<file path="config.mk">
export PLATFORM = sky130hd
export DESIGN_NAME = regbank_wrctl
export DESIGN_NICKNAME = d
export VERILOG_FILES = /design/src/rtl/regbank_wrctl_pkg.sv /design/src/rtl/arbiter_rr2.sv /design/src/rtl/regbank_wrctl.sv
export SDC_FILE = /design/constraint.sdc
export NUM_CORES = 1
export LEC_CHECK = 0
export BUFFER_PORTS_ARGS = -buffer_cell sky130_fd_sc_hd__clkbuf_2
export CAP_MARGIN = 20
export CORE_ASPECT_RATIO = 0.8
export CORE_UTILIZATION = 34
export DETAILED_ROUTE_END_ITERATION = 12
export PLACE_DENSITY = 0.84
export SKIP_CTS_REPAIR_TIMING = 1
export SYNTH_ARGS = -nofsm -noshare
export SYNTH_HDL_FRONTEND = slang
export SYNTH_HIERARCHICAL = 1
export SYNTH_SLANG_ARGS = --single-unit
</file>
<file path="constraint.sdc">
create_clock -name clk -period 1.35 [get_ports clk]
set_input_delay 0.135 -clock clk [delete_from_list [all_inputs] [get_ports clk]]
set_output_delay 0.135 -clock clk [all_outputs]
set_load 0.05 [all_outputs]
</file>
<file path="src/rtl/regbank_wrctl_pkg.sv">
// ============================================================================
// Module   : regbank_wrctl_pkg
// Purpose  : Shared definitions for the 8085 register-bank write controller:
//            register codes, register-pair codes, FSM state encodings and
//            the address-validity rule.
// Revision : 1.0  initial release
// ============================================================================
`default_nettype none

package regbank_wrctl_pkg;

  // Register codes as used in 8085 opcodes; M (6) is memory, not a register
  localparam logic [2:0] REG_B = 3'd0;
  localparam logic [2:0] REG_C = 3'd1;
  localparam logic [2:0] REG_D = 3'd2;
  localparam logic [2:0] REG_E = 3'd3;
  localparam logic [2:0] REG_H = 3'd4;
  localparam logic [2:0] REG_L = 3'd5;
  localparam logic [2:0] REG_M = 3'd6;
  localparam logic [2:0] REG_A = 3'd7;

  // Pair codes name the high register of each pair
  localparam logic [2:0] PAIR_BC = 3'd0;
  localparam logic [2:0] PAIR_DE = 3'd2;
  localparam logic [2:0] PAIR_HL = 3'd4;

  // Write-controller FSM states
  localparam logic [1:0] ST_IDLE = 2'd0;
  localparam logic [1:0] ST_WR1  = 2'd1;
  localparam logic [1:0] ST_WR2  = 2'd2;

  // A byte write may target any register except M; a pair write must name BC/DE/HL
  function automatic logic addr_ok(input logic pair, input logic [2:0] addr);
    if (pair) begin
      return (addr == PAIR_BC) || (addr == PAIR_DE) || (addr == PAIR_HL);
    end
    return addr != REG_M;
  endfunction

endpackage

`default_nettype wire

</file>
<file path="src/rtl/arbiter_rr2.sv">
// ============================================================================
// Module   : arbiter_rr2
// Purpose  : Two-way round-robin arbiter. Grant is combinational from the
//            request vector and a last-served pointer; the pointer moves only
//            when the grant is actually taken (adv).
// Revision : 1.0  initial release
// ============================================================================
`default_nettype none

module arbiter_rr2 (
  input  logic       clk,
  input  logic       rst,
  input  logic [1:0] req,
  input  logic       adv,
  output logic [1:0] gnt
);

  // last_one=1 means requester 1 was served last, so requester 0 wins a tie
  logic last_one;

  // Tie goes to whichever requester was not served last
  always_comb begin
    gnt = 2'b00;
    if (req[0] && req[1]) begin
      gnt = last_one ? 2'b01 : 2'b10;
    end else if (req[0]) begin
      gnt = 2'b01;
    end else if (req[1]) begin
      gnt = 2'b10;
    end
  end

  // Remember who was served; reset favours requester 0
  always_ff @(posedge clk) begin
    if (!rst) begin
      last_one <= 1'b1;
    end else if (adv && (gnt != 2'b00)) begin
      last_one <= gnt[1];
    end
  end

endmodule

`default_nettype wire

</file>
<file path="src/rtl/regbank_wrctl.sv">
// ============================================================================
// Module   : regbank_wrctl
// Purpose  : Write-port controller for the 8085 register bank. Arbitrates the
//            single write path between two requesters and drives one-hot
//            register enables plus shared write data. 16-bit pair writes are
//            split into high byte then low byte.
// Config   : REGCTL_PAIR_EN defined enables pair writes; undefined makes every
//            request a byte write and wide0/wide1 are ignored.
// Revision : 1.0  initial release
// ============================================================================
`default_nettype none

module regbank_wrctl
  import regbank_wrctl_pkg::*;
#(
  parameter int DATASIZE = 8,
  parameter int ADDRSIZE = 3
) (
  input  logic                    clk,
  input  logic                    rst,
  input  logic                    req0,
  input  logic                    wide0,
  input  logic [ADDRSIZE-1:0]     addr0,
  input  logic [2*DATASIZE-1:0]   data0,
  input  logic                    req1,
  input  logic                    wide1,
  input  logic [ADDRSIZE-1:0]     addr1,
  input  logic [2*DATASIZE-1:0]   data1,
  output logic                    ack0,
  output logic                    ack1,
  output logic                    err,
  output logic                    busy,
  output logic [2**ADDRSIZE-1:0]  enb,
  output logic [DATASIZE-1:0]     wdata
);

  localparam int NREG = 2**ADDRSIZE;

  logic [1:0]            state;
  logic [1:0]            gnt;
  logic                  start;
  logic                  req_pair;
  logic                  req_ok;
  logic [ADDRSIZE-1:0]   req_addr;
  logic [2*DATASIZE-1:0] req_data;

  // Latched copy of the granted request, needed only for the second pair beat
  logic                  lat_sel;
  logic                  lat_two;
  logic [ADDRSIZE-1:0]   lat_addr;
  logic [DATASIZE-1:0]   lat_lo;

  assign start = (state == ST_IDLE) && (gnt != 2'b00);

  arbiter_rr2 u_arb (
    .clk (clk),
    .rst (rst),
    .req ({req1, req0}),
    .adv (start),
    .gnt (gnt)
  );

  // Select the granted requester's fields
  always_comb begin
    req_addr = gnt[1] ? addr1 : addr0;
    req_data = gnt[1] ? data1 : data0;
  end

`ifdef REGCTL_PAIR_EN
  assign req_pair = gnt[1] ? wide1 : wide0;
`else
  assign req_pair = 1'b0;
  wire unused_wide = &{1'b0, wide0, wide1};
`endif

  assign req_ok = addr_ok(req_pair, 3'(req_addr));

  // FSM with registered outputs: each edge loads the outputs of the state being entered
  always_ff @(posedge clk) begin
    if (!rst) begin
      state    <= ST_IDLE;
      enb      <= '0;
      wdata    <= '0;
      ack0     <= 1'b0;
      ack1     <= 1'b0;
      err      <= 1'b0;
      busy     <= 1'b0;
      lat_sel  <= 1'b0;
      lat_two  <= 1'b0;
      lat_addr <= '0;
      lat_lo   <= '0;
    end else begin
      enb   <= '0;
      wdata <= '0;
      ack0  <= 1'b0;
      ack1  <= 1'b0;
      err   <= 1'b0;
      busy  <= 1'b0;
      case (state)
        ST_IDLE: begin
          if (start) begin
            state    <= ST_WR1;
            busy     <= 1'b1;
            lat_sel  <= gnt[1];
            lat_two  <= req_pair && req_ok;
            lat_addr <= req_addr;
            lat_lo   <= req_data[DATASIZE-1:0];
            enb      <= req_ok ? (NREG'(1) << req_addr) : '0;
            wdata    <= req_pair ? req_data[2*DATASIZE-1:DATASIZE]
                                 : req_data[DATASIZE-1:0];
            // Byte writes and rejected requests finish in this single beat
            if (!(req_pair && req_ok)) begin
              ack0 <= ~gnt[1];
              ack1 <= gnt[1];
              err  <= ~req_ok;
            end
          end
        end
        ST_WR1: begin
          if (lat_two) begin
            state <= ST_WR2;
            busy  <= 1'b1;
            enb   <= NREG'(2) << lat_addr;
            wdata <= lat_lo;
            ack0  <= ~lat_sel;
            ack1  <= lat_sel;
          end else begin
            state <= ST_IDLE;
          end
        end
        ST_WR2:  state <= ST_IDLE;
        default: state <= ST_IDLE;
      endcase
    end
  end

endmodule

`default_nettype wire
</file>
==> flow_summary_export.csv <==
group,metric,value,unit
synthesis,ys_warn_count,6,
timing,max_freq,797.7,MHz
floorplan,coreArea,2196,um^2
floorplan,dieArea,2577,um^2
critical_path,slowest_stage,"or3b_1",
power_and_ir_drop,ir_drop,0.8097,mV
floorplan,rows,15,
synthesis,synthCells,76,
synthesis,netlist-cell-type-count,22,
detailed_routing,drcViolationCount,0,
synthesis,synth_seq_cells,22,
detailed_routing,drtIter0Drc,5,
worst_hold_path,hp-class,"input pin to register",
synthesis,synth_commonest_cells,"22 x dfxtp_1, 9 x nor3_1, 8 x mux2i_1",
cts,ctsLongestPathBuffers,2,
cts,clk_latency,310,ps
power_and_ir_drop,power_frac_seq,46.7,%
place,portBuffers,45,
cts,clock-root-buffer,"clkbuf_4",
detailed_routing,drt_wl_total,1814,um
flow_run,maxCapViolCount,0,
power_and_ir_drop,clkPwrFrac,33.5,%
critical_path,r2r_cells,4,
timing,period_minus_slack,1254,ps
critical_path,slowest_delay,400,ps
floorplan,start_util,36.81,%
synthesis,ys.flop_type,"dfxtp_1",
cts,cts_buffers,3,
floorplan,die_w,56.51,um
final_layout,area_growth,39.47,%
critical_path,cp.arrival,1490,ps
synthesis,ys_top_cells_by_area,"dfxtp_1 54%, mux2i_1 9.9%, nor3_1 5.6%, o22ai_1 4.6%, nand4bb_1 2.8%",
floorplan,chipHeight,45.61,um
worst_hold_path,min_to,"u_arb/last_one$_SDFFE_PN1P_",
cts,cts_tree,"yes",
detailed_routing,dr.pass1.iters,4,
run_status,status,"finished, final reports clean",
place,routabilityCongestion,0.7367,
timing,setup_viol,0,
power_and_ir_drop,switching_share,27.42,%
power_and_ir_drop,switchingPower,0.0004103,W
critical_path,cp-start-kind,"register",
power_and_ir_drop,power.density,1327,nW/um^2
timing,hold_violations,0,
synthesis,synth_fp_nets,120,
synthesis,syn_area_per_cell,10.64,um^2
critical_path,path_cells,"a21boi_2 -> buf_4 -> or3b_1 -> o22ai_1",
worst_hold_path,whs_path_depth,2,
cts,h-tree-depth,1,
timing,hold_ws,49.71,ps
detailed_routing,via_count,756,
timing,slew_violations,0,
global_route,grt_start_max_net_pins,14,
timing,period_share,92.86,%
global_route,grt_pass1_vias,717,
floorplan,io_pins,64,
power_and_ir_drop,pwr-share-comb,19.9,%
place,dp_hpwl,1428,um
timing,rsz0062_at_grt,"no",
synthesis,yosysMostFrequentCell,"dfxtp_1",
final_layout,fill_cells,215,
critical_path,crit_start,"u_arb/last_one$_SDFFE_PN1P_",
final_layout,n_antenna_cell,0,
power_and_ir_drop,internal_power,0.001086,W
power_and_ir_drop,leakagePower,0.5358,nW
critical_path,r2r_start,"u_arb/last_one$_SDFFE_PN1P_",
final_layout,drive_above_1_share,44.80,%
global_route,grt_overflow,0,
detailed_routing,vias_per_cell,5.040,
final_layout,final_util,51.34,%
detailed_routing,ant_nets,0,
synthesis,yosysSeqAreaShare,54.49,%
critical_path,critPathKind,"register to register",
global_route,grt_pass1_wl,2932,um
synthesis,synth_top_area_cell,"dfxtp_1",
global_route,antenna_found_initial,0,
global_route,grt_use_total,15.52,%
synthesis,synth-edff-count,0,
detailed_routing,drt-wirelength-per-cell,12.09,um
final_layout,final_net_count,170,
worst_hold_path,worstHoldStart,"rst",
critical_path,ff2ff_setup_slack,100,ps
final_layout,multi_input_area,335.3,um^2
critical_path,path_max_fanout,5,
critical_path,critPathCaptureType,"register",
cts,clock-sinks,22,
critical_path,critPathRequiredTime,1580,ps
critical_path,timing.rr.end,"enb[2]$_SDFF_PP0_",
synthesis,netlist_area,808.3,um^2
final_layout,ff_latch_area,441.7,um^2
synthesis,synth.top_cell.area_share,54.49,%
synthesis,async_reset_ff_share,0,%
cts,clk_pin_slew,120,ps
timing,worst_clock_skew,1.870,ps
-- state kept, by name, indices dropped and copies added (netlist names) --
name	cells
wdata	8
ack1	1
err	1
busy	1
state	1
u_arb/last_one	1
enb	8
ack0	1
-- how the worst max path moves through the flow --
stage                                   to  slack (ps)  cells after the start
2_1_floorplan  u_arb/last_one$_SDFFE_PN1P_          30                      7
3_3_place_gp           wdata[3]$_SDFF_PN0_          80                      4
5_1_grt                wdata[2]$_SDFF_PN0_          20                      4
6_report                 enb[2]$_SDFF_PP0_         100                      4
3_5_place_dp           wdata[2]$_SDFF_PN0_           7                      4
4_1_cts                wdata[2]$_SDFF_PN0_          -3                      4
-- power groups by stage --
| stage | combinational (W) | clock (W) | sequential [W] |
|---|---|---|---|
| after CTS | 0.000294 | 0.000515 | 0.000697 |
| final | 0.000297 | 0.000501 | 0.000698 |
| after global placement | 0.000285 | 0 | 0.000709 |
| after global routing | 0.000318 | 0.000544 | 0.000702 |
| after detailed placement | 0.000294 | 0 | 0.000712 |
| after floorplan | 0.0000998 | 0 | 0.000813 |
-- through the flow --
stage	setup TNS (ps)	total power [W]	area, um^2	instances	setup WS [ps]
after floorplan	0	0.0009131	808.3	76	29.25
after global placement	0	0.0009944	1066	146	81.47
after detailed placement	0	0.001006	1066	146	6.737
after CTS	-3.322	0.001506	1119	150	-3.322
after global routing	0	0.001564	1127	150	18.36
final	0	0.001496	1127	150	96.40
-- layout by cell type, fill, tap and decap left out, drive strengths merged --
cell	count
dfxtp	22
o21ai	1
nor3	9
a21boi	2
nand4b	2
or3b	2
o32ai	2
mux2i	8
a21oi	1
nor2	5
buf	4
clkbuf	48
inv	2
nand3b	1
nand4bb	2
nand2	1
or3	1
o22ai	6
nand2b	3
conb	1
and3	1
bufinv	1
-- per-layer routing --
metal / part of all wire, % / wire [um] / vias up / global-route usage, %
met5: 0 / 0 / - / 0
met4: 2.3 / 42 / 0 / 7.805
li1: - / - / 374 / -
met1: 40 / 734 / 354 / 15.53
met2: 52 / 937 / 24 / 28.47
met3: 5.5 / 100 / 4 / 6.534
-- cell families after synthesis --
| group | after synthesis | synth area share [%] |
|---|---|---|
| and+or+nand+nor | 27 | 20.28 |
| DFF | 22 | 54.49 |
| AOI/OAI and AO/OA | 12 | 10.37 |
| muxes | 8 | 9.908 |
| buffers and inverters | 6 | 4.490 |
| other | 1 | 0.4640 |
-- cell type report --
cell class	count	share of cell area, %
Clock buffer	3	1.998
Inverter	2	0.6659
Timing Repair Buffer	49	22.97
Multi-Input combinational cell	48	29.74
Clock inverter	1	2.664
Tap cell	25	2.775
Sequential cell	22	39.18
-- critical path, delay by kind of cell, from the launching register on --
kind	cells	cell delay, ps
flops	1	380
buf+inv	1	150
simple gates	1	400
compound gates	2	240
Note: power is estimated with default switching activity, not from simulation.
